### src/rtl/alu_pkg.sv
`default_nettype none
// +----------------------------------------------------------------------------+
// | alu_pkg                                                                    |
// | Opcode and FSM state types plus shared constants for alu_mc_pipe.          |
// | Revision: 1.0                                                              |
// +----------------------------------------------------------------------------+
package alu_pkg;

  typedef enum logic [4:0] {
    OP_ADD    = 5'd0,
    OP_SUB    = 5'd1,
    OP_SLL    = 5'd2,
    OP_SLT    = 5'd3,
    OP_SLTU   = 5'd4,
    OP_XOR    = 5'd5,
    OP_SRL    = 5'd6,
    OP_SRA    = 5'd7,
    OP_OR     = 5'd8,
    OP_AND    = 5'd9,
    OP_MUL    = 5'd10,
    OP_MULH   = 5'd11,
    OP_MULHSU = 5'd12,
    OP_MULHU  = 5'd13,
    OP_DIV    = 5'd14,
    OP_DIVU   = 5'd15,
    OP_REM    = 5'd16,
    OP_REMU   = 5'd17
  } alu_op_e;

  typedef enum logic [1:0] {
    IDLE = 2'd0,
    BUSY = 2'd1,
    DONE = 2'd2
  } state_e;

  // Wide enough for any supported WIDTH; users slice [WIDTH-1:0].
  localparam logic [63:0] DIV_ALL_ONES  = '1;
  localparam logic [4:0]  OP_LAST_LEGAL = 5'd17;

  function automatic logic is_muldiv(input logic [4:0] op);
    return (op >= 5'(OP_MUL)) && (op <= OP_LAST_LEGAL);
  endfunction

endpackage
`default_nettype wire

### src/rtl/alu_muldiv_iter.sv
`default_nettype none
// +----------------------------------------------------------------------------+
// | alu_muldiv_iter                                                            |
// | WIDTH-step shift-add multiplier / restoring divider with sign fix-up.      |
// | Revision: 1.0                                                              |
// +----------------------------------------------------------------------------+
module alu_muldiv_iter
  import alu_pkg::*;
#(
  parameter int WIDTH = 32
) (
  input  logic             clk_i,
  input  logic             rst_ni,
  input  logic             start_i,
  input  logic             abort_i,
  input  alu_op_e          op_i,
  input  logic [WIDTH-1:0] a_i,
  input  logic [WIDTH-1:0] b_i,
  output logic             done_o,
  output logic [WIDTH-1:0] res_o
);

  localparam int c_cnt_w = $clog2(WIDTH);
  localparam logic [c_cnt_w-1:0] c_last_iter = c_cnt_w'(WIDTH - 1);

  logic               r_active;
  logic [c_cnt_w-1:0] r_cnt;
  alu_op_e            r_op;
  logic               r_neg;
  logic               r_divz;
  logic [WIDTH-1:0]   r_a;
  logic [WIDTH-1:0]   r_md;
  logic [WIDTH-1:0]   r_hi;
  logic [WIDTH-1:0]   r_lo;

  logic               w_a_sgn;
  logic               w_b_sgn;
  logic               w_is_div;
  logic               w_r_is_div;
  logic               w_neg;
  logic [WIDTH-1:0]   w_a_mag;
  logic [WIDTH-1:0]   w_b_mag;
  logic [WIDTH:0]     w_sum;
  logic [WIDTH:0]     w_sh;
  logic [WIDTH:0]     w_diff;
  logic [2*WIDTH-1:0] w_prod;
  logic [2*WIDTH-1:0] w_prod_fix;

  always_comb begin
    w_a_sgn = 1'b0;
    w_b_sgn = 1'b0;
    case (op_i)
      OP_MULH, OP_DIV, OP_REM: begin
        w_a_sgn = a_i[WIDTH-1];
        w_b_sgn = b_i[WIDTH-1];
      end
      OP_MULHSU: w_a_sgn = a_i[WIDTH-1];
      default: ;
    endcase
  end

  assign w_is_div   = op_i inside {OP_DIV, OP_DIVU, OP_REM, OP_REMU};
  assign w_r_is_div = r_op inside {OP_DIV, OP_DIVU, OP_REM, OP_REMU};
  assign w_a_mag    = w_a_sgn ? (~a_i + 1'b1) : a_i;
  assign w_b_mag    = w_b_sgn ? (~b_i + 1'b1) : b_i;
  // Remainder takes the dividend's sign; everything else the product/quotient sign.
  assign w_neg      = (op_i inside {OP_REM, OP_REMU}) ? w_a_sgn : (w_a_sgn ^ w_b_sgn);

  assign w_sum  = {1'b0, r_hi} + (r_lo[0] ? {1'b0, r_md} : {(WIDTH+1){1'b0}});
  assign w_sh   = {r_hi, r_lo[WIDTH-1]};
  assign w_diff = w_sh - {1'b0, r_md};

  always_ff @(posedge clk_i or negedge rst_ni) begin
    if (!rst_ni) begin
      r_active <= 1'b0;
      r_cnt    <= '0;
      r_op     <= OP_ADD;
      r_neg    <= 1'b0;
      r_divz   <= 1'b0;
      r_a      <= '0;
      r_md     <= '0;
      r_hi     <= '0;
      r_lo     <= '0;
    end else if (abort_i) begin
      r_active <= 1'b0;
    end else if (start_i) begin
      r_active <= 1'b1;
      r_cnt    <= '0;
      r_op     <= op_i;
      r_neg    <= w_neg;
      r_divz   <= (b_i == '0);
      r_a      <= a_i;
      r_hi     <= '0;
      r_md     <= w_is_div ? w_b_mag : w_a_mag;
      r_lo     <= w_is_div ? w_a_mag : w_b_mag;
    end else if (r_active) begin
      r_cnt <= r_cnt + 1'b1;
      if (r_cnt == c_last_iter) r_active <= 1'b0;
      if (w_r_is_div) begin
        if (!w_diff[WIDTH]) begin
          r_hi <= w_diff[WIDTH-1:0];
          r_lo <= {r_lo[WIDTH-2:0], 1'b1};
        end else begin
          r_hi <= w_sh[WIDTH-1:0];
          r_lo <= {r_lo[WIDTH-2:0], 1'b0};
        end
      end else begin
        r_hi <= w_sum[WIDTH:1];
        r_lo <= {w_sum[0], r_lo[WIDTH-1:1]};
      end
    end
  end

  // Asserted during the final iteration; res_o is final after that edge.
  assign done_o = r_active & (r_cnt == c_last_iter);

  assign w_prod     = {r_hi, r_lo};
  assign w_prod_fix = r_neg ? (~w_prod + 1'b1) : w_prod;

  always_comb begin
    res_o = '0;
    case (r_op)
      OP_MUL:                       res_o = r_lo;
      OP_MULH, OP_MULHSU, OP_MULHU: res_o = w_prod_fix[2*WIDTH-1:WIDTH];
      OP_DIV, OP_DIVU:
        res_o = r_divz ? DIV_ALL_ONES[WIDTH-1:0] : (r_neg ? (~r_lo + 1'b1) : r_lo);
      OP_REM, OP_REMU:
        res_o = r_divz ? r_a : (r_neg ? (~r_hi + 1'b1) : r_hi);
      default: res_o = '0;
    endcase
  end

endmodule
`default_nettype wire

### src/rtl/alu_mc_pipe.sv
`default_nettype none
// +----------------------------------------------------------------------------+
// | alu_mc_pipe                                                                |
// | Handshaked multi-cycle RV32IM ALU; M ops present when ALU_MULDIV_EN set.   |
// | Revision: 1.0                                                              |
// +----------------------------------------------------------------------------+
module alu_mc_pipe
  import alu_pkg::*;
#(
  parameter int WIDTH = 32,
  parameter int TAG_W = 5
) (
  input  logic             clk_i,
  input  logic             rst_ni,
  input  logic             in_valid_i,
  output logic             in_ready_o,
  input  logic [4:0]       op_i,
  input  logic [WIDTH-1:0] a_i,
  input  logic [WIDTH-1:0] b_i,
  input  logic [TAG_W-1:0] tag_i,
  input  logic             kill_i,
  output logic             out_valid_o,
  input  logic             out_ready_i,
  output logic [WIDTH-1:0] res_o,
  output logic [TAG_W-1:0] tag_o,
  output logic             illegal_o,
  output logic             busy_o
);

  localparam int c_sh_w = $clog2(WIDTH);

  state_e            r_state;
  state_e            w_state_nxt;
  alu_op_e           w_op;
  logic              w_accept;
  logic              w_is_m;
  logic              w_illegal;
  logic [c_sh_w-1:0] w_shamt;
  logic [WIDTH-1:0]  w_base_res;
  logic [WIDTH-1:0]  r_res;
  logic [TAG_W-1:0]  r_tag;
  logic              r_illegal;

  assign w_op       = alu_op_e'(op_i);
  assign w_shamt    = b_i[c_sh_w-1:0];
  assign in_ready_o = ~kill_i & ((r_state == IDLE) | ((r_state == DONE) & out_ready_i));
  assign w_accept   = in_valid_i & in_ready_o;

`ifdef ALU_MULDIV_EN
  assign w_is_m = is_muldiv(op_i);
`else
  assign w_is_m = 1'b0;
`endif
  assign w_illegal = ~w_is_m & (op_i > 5'(OP_AND));

  always_comb begin
    w_base_res = '0;
    case (w_op)
      OP_ADD:  w_base_res = a_i + b_i;
      OP_SUB:  w_base_res = a_i - b_i;
      OP_SLL:  w_base_res = a_i << w_shamt;
      OP_SLT:  w_base_res = {{(WIDTH-1){1'b0}}, $signed(a_i) < $signed(b_i)};
      OP_SLTU: w_base_res = {{(WIDTH-1){1'b0}}, a_i < b_i};
      OP_XOR:  w_base_res = a_i ^ b_i;
      OP_SRL:  w_base_res = a_i >> w_shamt;
      OP_SRA:  w_base_res = $signed(a_i) >>> w_shamt;
      OP_OR:   w_base_res = a_i | b_i;
      OP_AND:  w_base_res = a_i & b_i;
      default: w_base_res = '0;
    endcase
  end

`ifdef ALU_MULDIV_EN
  logic             w_m_done;
  logic [WIDTH-1:0] w_m_res;
  logic             r_from_m;

  alu_muldiv_iter #(
    .WIDTH (WIDTH)
  ) u_muldiv (
    .clk_i   (clk_i),
    .rst_ni  (rst_ni),
    .start_i (w_accept & w_is_m),
    .abort_i (kill_i),
    .op_i    (w_op),
    .a_i     (a_i),
    .b_i     (b_i),
    .done_o  (w_m_done),
    .res_o   (w_m_res)
  );

  // The iterative unit holds its result registers until the next start.
  always_ff @(posedge clk_i or negedge rst_ni) begin
    if (!rst_ni)       r_from_m <= 1'b0;
    else if (kill_i)   r_from_m <= 1'b0;
    else if (w_accept) r_from_m <= w_is_m;
  end

  assign res_o = r_from_m ? w_m_res : r_res;
`else
  assign res_o = r_res;
`endif

  always_comb begin
    w_state_nxt = r_state;
    case (r_state)
      IDLE: if (w_accept) w_state_nxt = w_is_m ? BUSY : DONE;
`ifdef ALU_MULDIV_EN
      BUSY: if (w_m_done) w_state_nxt = DONE;
`endif
      DONE: if (out_ready_i) w_state_nxt = w_accept ? (w_is_m ? BUSY : DONE) : IDLE;
      default: w_state_nxt = IDLE;
    endcase
    if (kill_i) w_state_nxt = IDLE;
  end

  always_ff @(posedge clk_i or negedge rst_ni) begin
    if (!rst_ni) r_state <= IDLE;
    else         r_state <= w_state_nxt;
  end

  always_ff @(posedge clk_i or negedge rst_ni) begin
    if (!rst_ni) begin
      r_res     <= '0;
      r_tag     <= '0;
      r_illegal <= 1'b0;
    end else if (w_accept) begin
      r_tag     <= tag_i;
      r_illegal <= w_illegal;
      if (!w_is_m) r_res <= w_base_res;
    end
  end

  assign out_valid_o = (r_state == DONE);
  assign tag_o       = r_tag;
  assign illegal_o   = r_illegal;
  assign busy_o      = (r_state != IDLE);

endmodule
`default_nettype wire

### config.mk
export PLATFORM = sky130hd
export DESIGN_NAME = alu_mc_pipe
export DESIGN_NICKNAME = d
export VERILOG_FILES = /design/src/rtl/alu_pkg.sv /design/src/rtl/alu_muldiv_iter.sv /design/src/rtl/alu_mc_pipe.sv
export SDC_FILE = /design/constraint.sdc
export NUM_CORES = 1
export LEC_CHECK = 0
export CELL_PAD_IN_SITES_DETAIL_PLACEMENT = 0
export CELL_PAD_IN_SITES_GLOBAL_PLACEMENT = 2
export CORE_MARGIN = 4
export CORE_UTILIZATION = 37
export DETAILED_ROUTE_END_ITERATION = 10
export PLACE_DENSITY_LB_ADDON = 0.1
export SLEW_MARGIN = 5
export SYNTH_ARGS = -nofsm -noshare
export SYNTH_HDL_FRONTEND = slang
export SYNTH_SLANG_ARGS = --single-unit
### constraint.sdc
create_clock -name clk_i -period 3.2 [get_ports clk_i]
set_input_delay 0.64 -clock clk_i [delete_from_list [all_inputs] [get_ports clk_i]]
set_output_delay 0.64 -clock clk_i [all_outputs]
set_load 0.05 [all_outputs]
Yosys cells after proc, flatten, opt, wreduce, memory -nomap -nowiden
Cells that the tools add are included. Widths: inputs -> output; s select.

Add/subtract/negate cells: 2. Order comparisons: 3. Equal/unequal tests: 12. Shift-type cells: 3. Muxes and demuxes: 6. Bitwise gates (word level): 8. Reductions and logical operators: 4.

Operators by type and width (number): $pmux 32 s10 (1); $lt 32x32->1 (2); $add 32x32->32 (1); $and 32x32->32 (1); $or 32x32->32 (1); $shl 32x5->32 (1); $shr 32x5->32 (1); $sshr 32x5->32 (1); $sub 32x32->32 (1); $xor 32x32->32 (1); $eq 5x3->1 const B (4); $eq 5x2->1 const B (2); $eq 5x4->1 const B (2); $mux 2 (4); $eq 5x1->1 const B (1); $gt 5x4->1 const B (1); $logic_not 5->1 (1); $pmux 2 s2 (1); $and 1x1->1 (3); $ne 3x2->1 const B (1); $ne 3x3->1 const B (1); $eq 2x2->1 const B (1); $logic_not 2->1 (1); $reduce_and 2->1 (1); 3 further kinds (3).

Bits in registers: 40. Input port bits: 79. Output and inout bits: 41. Word-level logic and storage cells: 42.

Longest topological paths before layout
Depth after elaboration: 9. Gate-level depth with buffers: 15. Mapped depth without buffers: 13.

Least setup slack after synthesis
OpenSTA, ideal clock, no wires.

Path kind: in2reg. Start point: input port b_i[2]. End point: register r_res[22], in the netlist res_o[22]. Library setup time: 0.131 ns. Data arrival time: 3.759 ns. Required time: 3.069 ns. Setup slack: -0.690 ns. Stages on the path: 14. Buffers on the path: 3. Cells stage by stage: clkinv_1 -> buf_2 -> buf_2 -> buf_1 -> ha_1 -> nand2b_1 -> a221oi_1 -> o21ai_1 -> a21oi_1 -> o21ai_1 -> o31a_1 -> a221o_1 -> a211oi_1 -> o21ai_1.

Cells in the longest elaborated chain, start to end: 2. Elaborated cells on any way between the ends: 6. Those cells by class: add/sub: 2; shift: 3; mux: 1.

Ends and longest elaborated chain: from (decl) (line alu_mc_pipe.sv:19) `input logic [WIDTH-1:0] b_i,`; $sub 32x32->32 (tied with other cells) (line alu_mc_pipe.sv:60) `OP_SUB: w_base_res = a_i - b_i;`; $pmux 32 s10 (*) (line alu_mc_pipe.sv:58) `case (w_op)`; to (signal assigned) (line alu_mc_pipe.sv:130) `if (!w_is_m) r_res <= w_base_res;`; to (decl) (line alu_mc_pipe.sv:40) `logic [WIDTH-1:0] r_res;`.

Every way passes the cells marked *; elsewhere a longest branch is shown, timed or not. A chain may end at the register's enable or synchronous reset.

Worst setup path in the final report
Start point: input port b_i[14]. End point: register r_res[25], in the netlist res_o[25].

Cells in the longest elaborated chain, start to end: 2. Elaborated cells on any way between the ends: 3. Those cells by class: add/sub: 2; mux: 1.

Ends and longest elaborated chain (line): $sub 32x32->32 or $add 32x32->32 (tied branches) (alu_mc_pipe.sv:60, alu_mc_pipe.sv:59); $pmux 32 s10 (*) (alu_mc_pipe.sv:58).

Marked as above.

==> flow_summary.yaml <==
run_status:
  outcome: "finished, final reports clean"
place:
  gp_congestion: 1.01
  count_of_buffers_from_port_buffering: 119
  hpwlAfterDp_mm: 42.6
  post_dp_cell_area_mm2: 0.0148
  place.detailed.instances: 2168
  post-place-ws_ns: -0.829
pwr:
  power.density_cell_area_mw_per_mm2: 253
  p_leak_nw: 7.23
  vdd_drop_max_uv: 193
sta:
  achievable-frequency_ghz: 0.313
  report.final.hold_viol_count: 0
  setup_viol_count_final: 0
  max-slew-margin-rel: 0.577
  fin_skew_ns: 0.0119
  report.final.slew_viol_count: 0
  worst_slew_pin_slew_ns: 0.635
  timing.final.ws_setup_ns: 0.00333
  timing.final.crit_period_ns: 3.20
  rsz0062_at_grt: "true"
  setup_total_negative_slack_ns: 0
  final.period_utilization: 0.999
routing:
  route.detailed.drc: 0
  drt_pre_antenna_iters: 8
  maxUsedRoutingLayer: "met4"
  route.detailed.vias_per_inst: 6.14
  wl_met3_mm: 4.57
  route.vias.total: 13600
  post_drt_wl_per_cell_um: 24.2
  dr.first_iter.drc_count: 1503
  met1_length_mm: 22.1
  routed_wl_mm: 53.5
  route.met2.wl_mm: 24.5
  ant_nets: 0
synth:
  yosys_register_bits: 39
  postSynth.asyncResetShare: 1.00
  synth-edff-count: 0
  synth_sequential_area_ratio: 0.0949
  synth_area_mm2: 0.0103
  syn-num-nets: 1533
  synthesis.area_per_instance_um2: 7.59
  ys.warnings.count: 0
  synth_cells: 1355
  synth_top_flop_cell: "dfrtp_1"
  number_of_different_library_cells_in_the_post_synthesis_netlist: 81
final_layout:
  n_antenna_cell: 0
  fraction_of_final_layout_cells_sized_beyond_drive_strength_1: 0.392
  layout.cells.most_common: "buf_4"
  layout.cells.most_common_list: "440 x buf_4, 161 x nor2_1, 104 x nand2_1, 104 x a21oi_1"
  final_area_mm2: 0.0161
  nets: 2018
  synthToLayoutAreaGrowth_pct: 57.0
  final_cells: 2213
floorplanning:
  std_cell_rows: 60
  core-area_mm2: 0.0272
  floorplan.io_pins: 120
  starting_density: 0.378
  height_of_the_die_um: 175
  die_area_mm2: 0.0305
  fp.dieW_um: 175
cts:
  clk_pin_slew_ns: 0.08
  htree_num_levels: 2
  cts-root-to-sink-buffers: 2
  clock_latency_ns: 0.31
  tritoncts_num_sinks: 39
  tritoncts: "done"
  numCtsBuffers: 5
  cts-root-buf: "clkbuf_16"
setup_path:
  crit_chain: "clkdlybuf4s50_1, inv_1, ha_4, nor2b_1, o21ai_1, nand2_1, a311oi_2, o31ai_4, buf_12, a221oi_4, o31ai_2, or4_1, o211ai_1"
  startpoint_type: "primary input"
  r2r-start: "r_state[1]"
  r2r_setup_slack_ns: 0.90
  timing.critical_path.slowest_cell_delay_ns: 0.52
  cpMaxStageDelayCell: "or4_1"
  critical_path_arrival_ns: 3.43
  worst-path-max-fanout: 5
  timing.rr.end: "res_o[29]"
  r2r_cells: 10
  crit_type: "in -> reg"
  critPathCaptureType: "flop"
  required_ns: 3.44
global_routing:
  grt_remaining_overflow: 0
  via_count_of_the_first_global_routing_pass: 12900
  grt_max_degree: 65
  number_of_antenna_violations_at_the_first_check_in_global_routing: 0
  track_usage: 0.333
  grt_first_pass_wirelength_mm: 79.2
job:
  drv.max_cap_violation_count: 0
worst_hold_path:
  worstHoldPathType: "in -> async"
[what timing repair did]
action	4_1_cts	5_1_grt
pin swaps	34	49
cloned	0	1
setup buffers	18	21
gates resized for setup	105	118
hold buffers	0	0
endpoints found under the setup margin	24	27
[per-layer routing]
layer  track usage  vias up
met3        0.0502      130
met1         0.446     6582
met5             0        -
met4         0.128        0
met2         0.544      794
li1              -     6075
[cell usage after synthesis (18+ instances only)]
master / instances / area share
a21oi_1: 123 / 0.060
a221oi_1: 23 / 0.020
a31oi_1: 19 / 0.012
buf_2: 26 / 0.013
clkbuf_1: 53 / 0.019
dfrtp_1: 39 / 0.095
ha_1: 97 / 0.12
inv_1: 93 / 0.034
mux2i_1: 28 / 0.027
mux4_2: 51 / 0.11
nand2_1: 107 / 0.039
nand2b_1: 18 / 0.011
nand3_1: 25 / 0.012
nor2_1: 166 / 0.061
nor3_1: 38 / 0.018
o211ai_1: 27 / 0.020
o21ai_0: 89 / 0.043
[how the worst max path moves through the flow]
| stage | from | cells after the start | slack, ns | to |
|---|---|---|---|---|
| 6_report | b_i[14] | 13 | 0.003 | res_o[25] |
| 3_5_place_dp | a_i[0] | 14 | -0.83 | res_o[0] |
| 5_1_grt | b_i[14] | 13 | -0.12 | res_o[25] |
| 4_1_cts | a_i[3] | 13 | -0.17 | res_o[31] |
| 3_3_place_gp | a_i[1] | 14 | -0.71 | res_o[31] |
| 2_1_floorplan | b_i[1] | 14 | -0.20 | res_o[31] |
[registers in the layout, summed over array words and instances, names as in the netlist]
signal	flops
r_state	1
illegal_o	1
res_o	32
tag_o	5
[power by group]
group | internal [W] | switching [W] | total (W)
Clock | 0.000449 | 0.000281 | 0.000730
Combinational | 0.00127 | 0.00150 | 0.00277
Sequential | 0.000545 | 0.0000379 | 0.000583
Total | 0.00227 | 0.00182 | 0.00408
[logic make-up after synthesis]
| group | after synthesis | synth area share |
|---|---|---|
| AOI/OAI and AO/OA | 483 | 0.321 |
| xor gates and xnor gates | 3 | 0.00256 |
| adders and majority gates | 99 | 0.122 |
| buffers and inverters | 201 | 0.0881 |
| DFF | 39 | 0.0949 |
| muxes | 104 | 0.184 |
| and+or+nand+nor | 426 | 0.188 |
[metrics by stage]
stage                     total power (W)   util  hold WS, ns
after detailed placement          0.00309  0.545        0.471
after CTS                         0.00395  0.573        0.224
after global routing              0.00426  0.594        0.231
final                             0.00408  0.594        0.214
after floorplan                   0.00191      -        0.344
after global placement            0.00308  0.545        0.467
[final cells by class]
cell class	instances	area, um^2
Inverter	96	379
Sequential cell	39	976
Clock buffer	5	125
Timing Repair Buffer	583	4840
Clock inverter	3	67.6
Multi-Input combinational cell	1115	9280
Fill cell	2547	11000
Tap cell	372	465
[critical path: cells and delay by family]
family	cells	cell delay (ns)
simple gates	3	0.67
compound gates	6	1.11
fa+ha+maj	1	0.29
buf+inv	3	0.71
(Power assumes the default switching activity.)
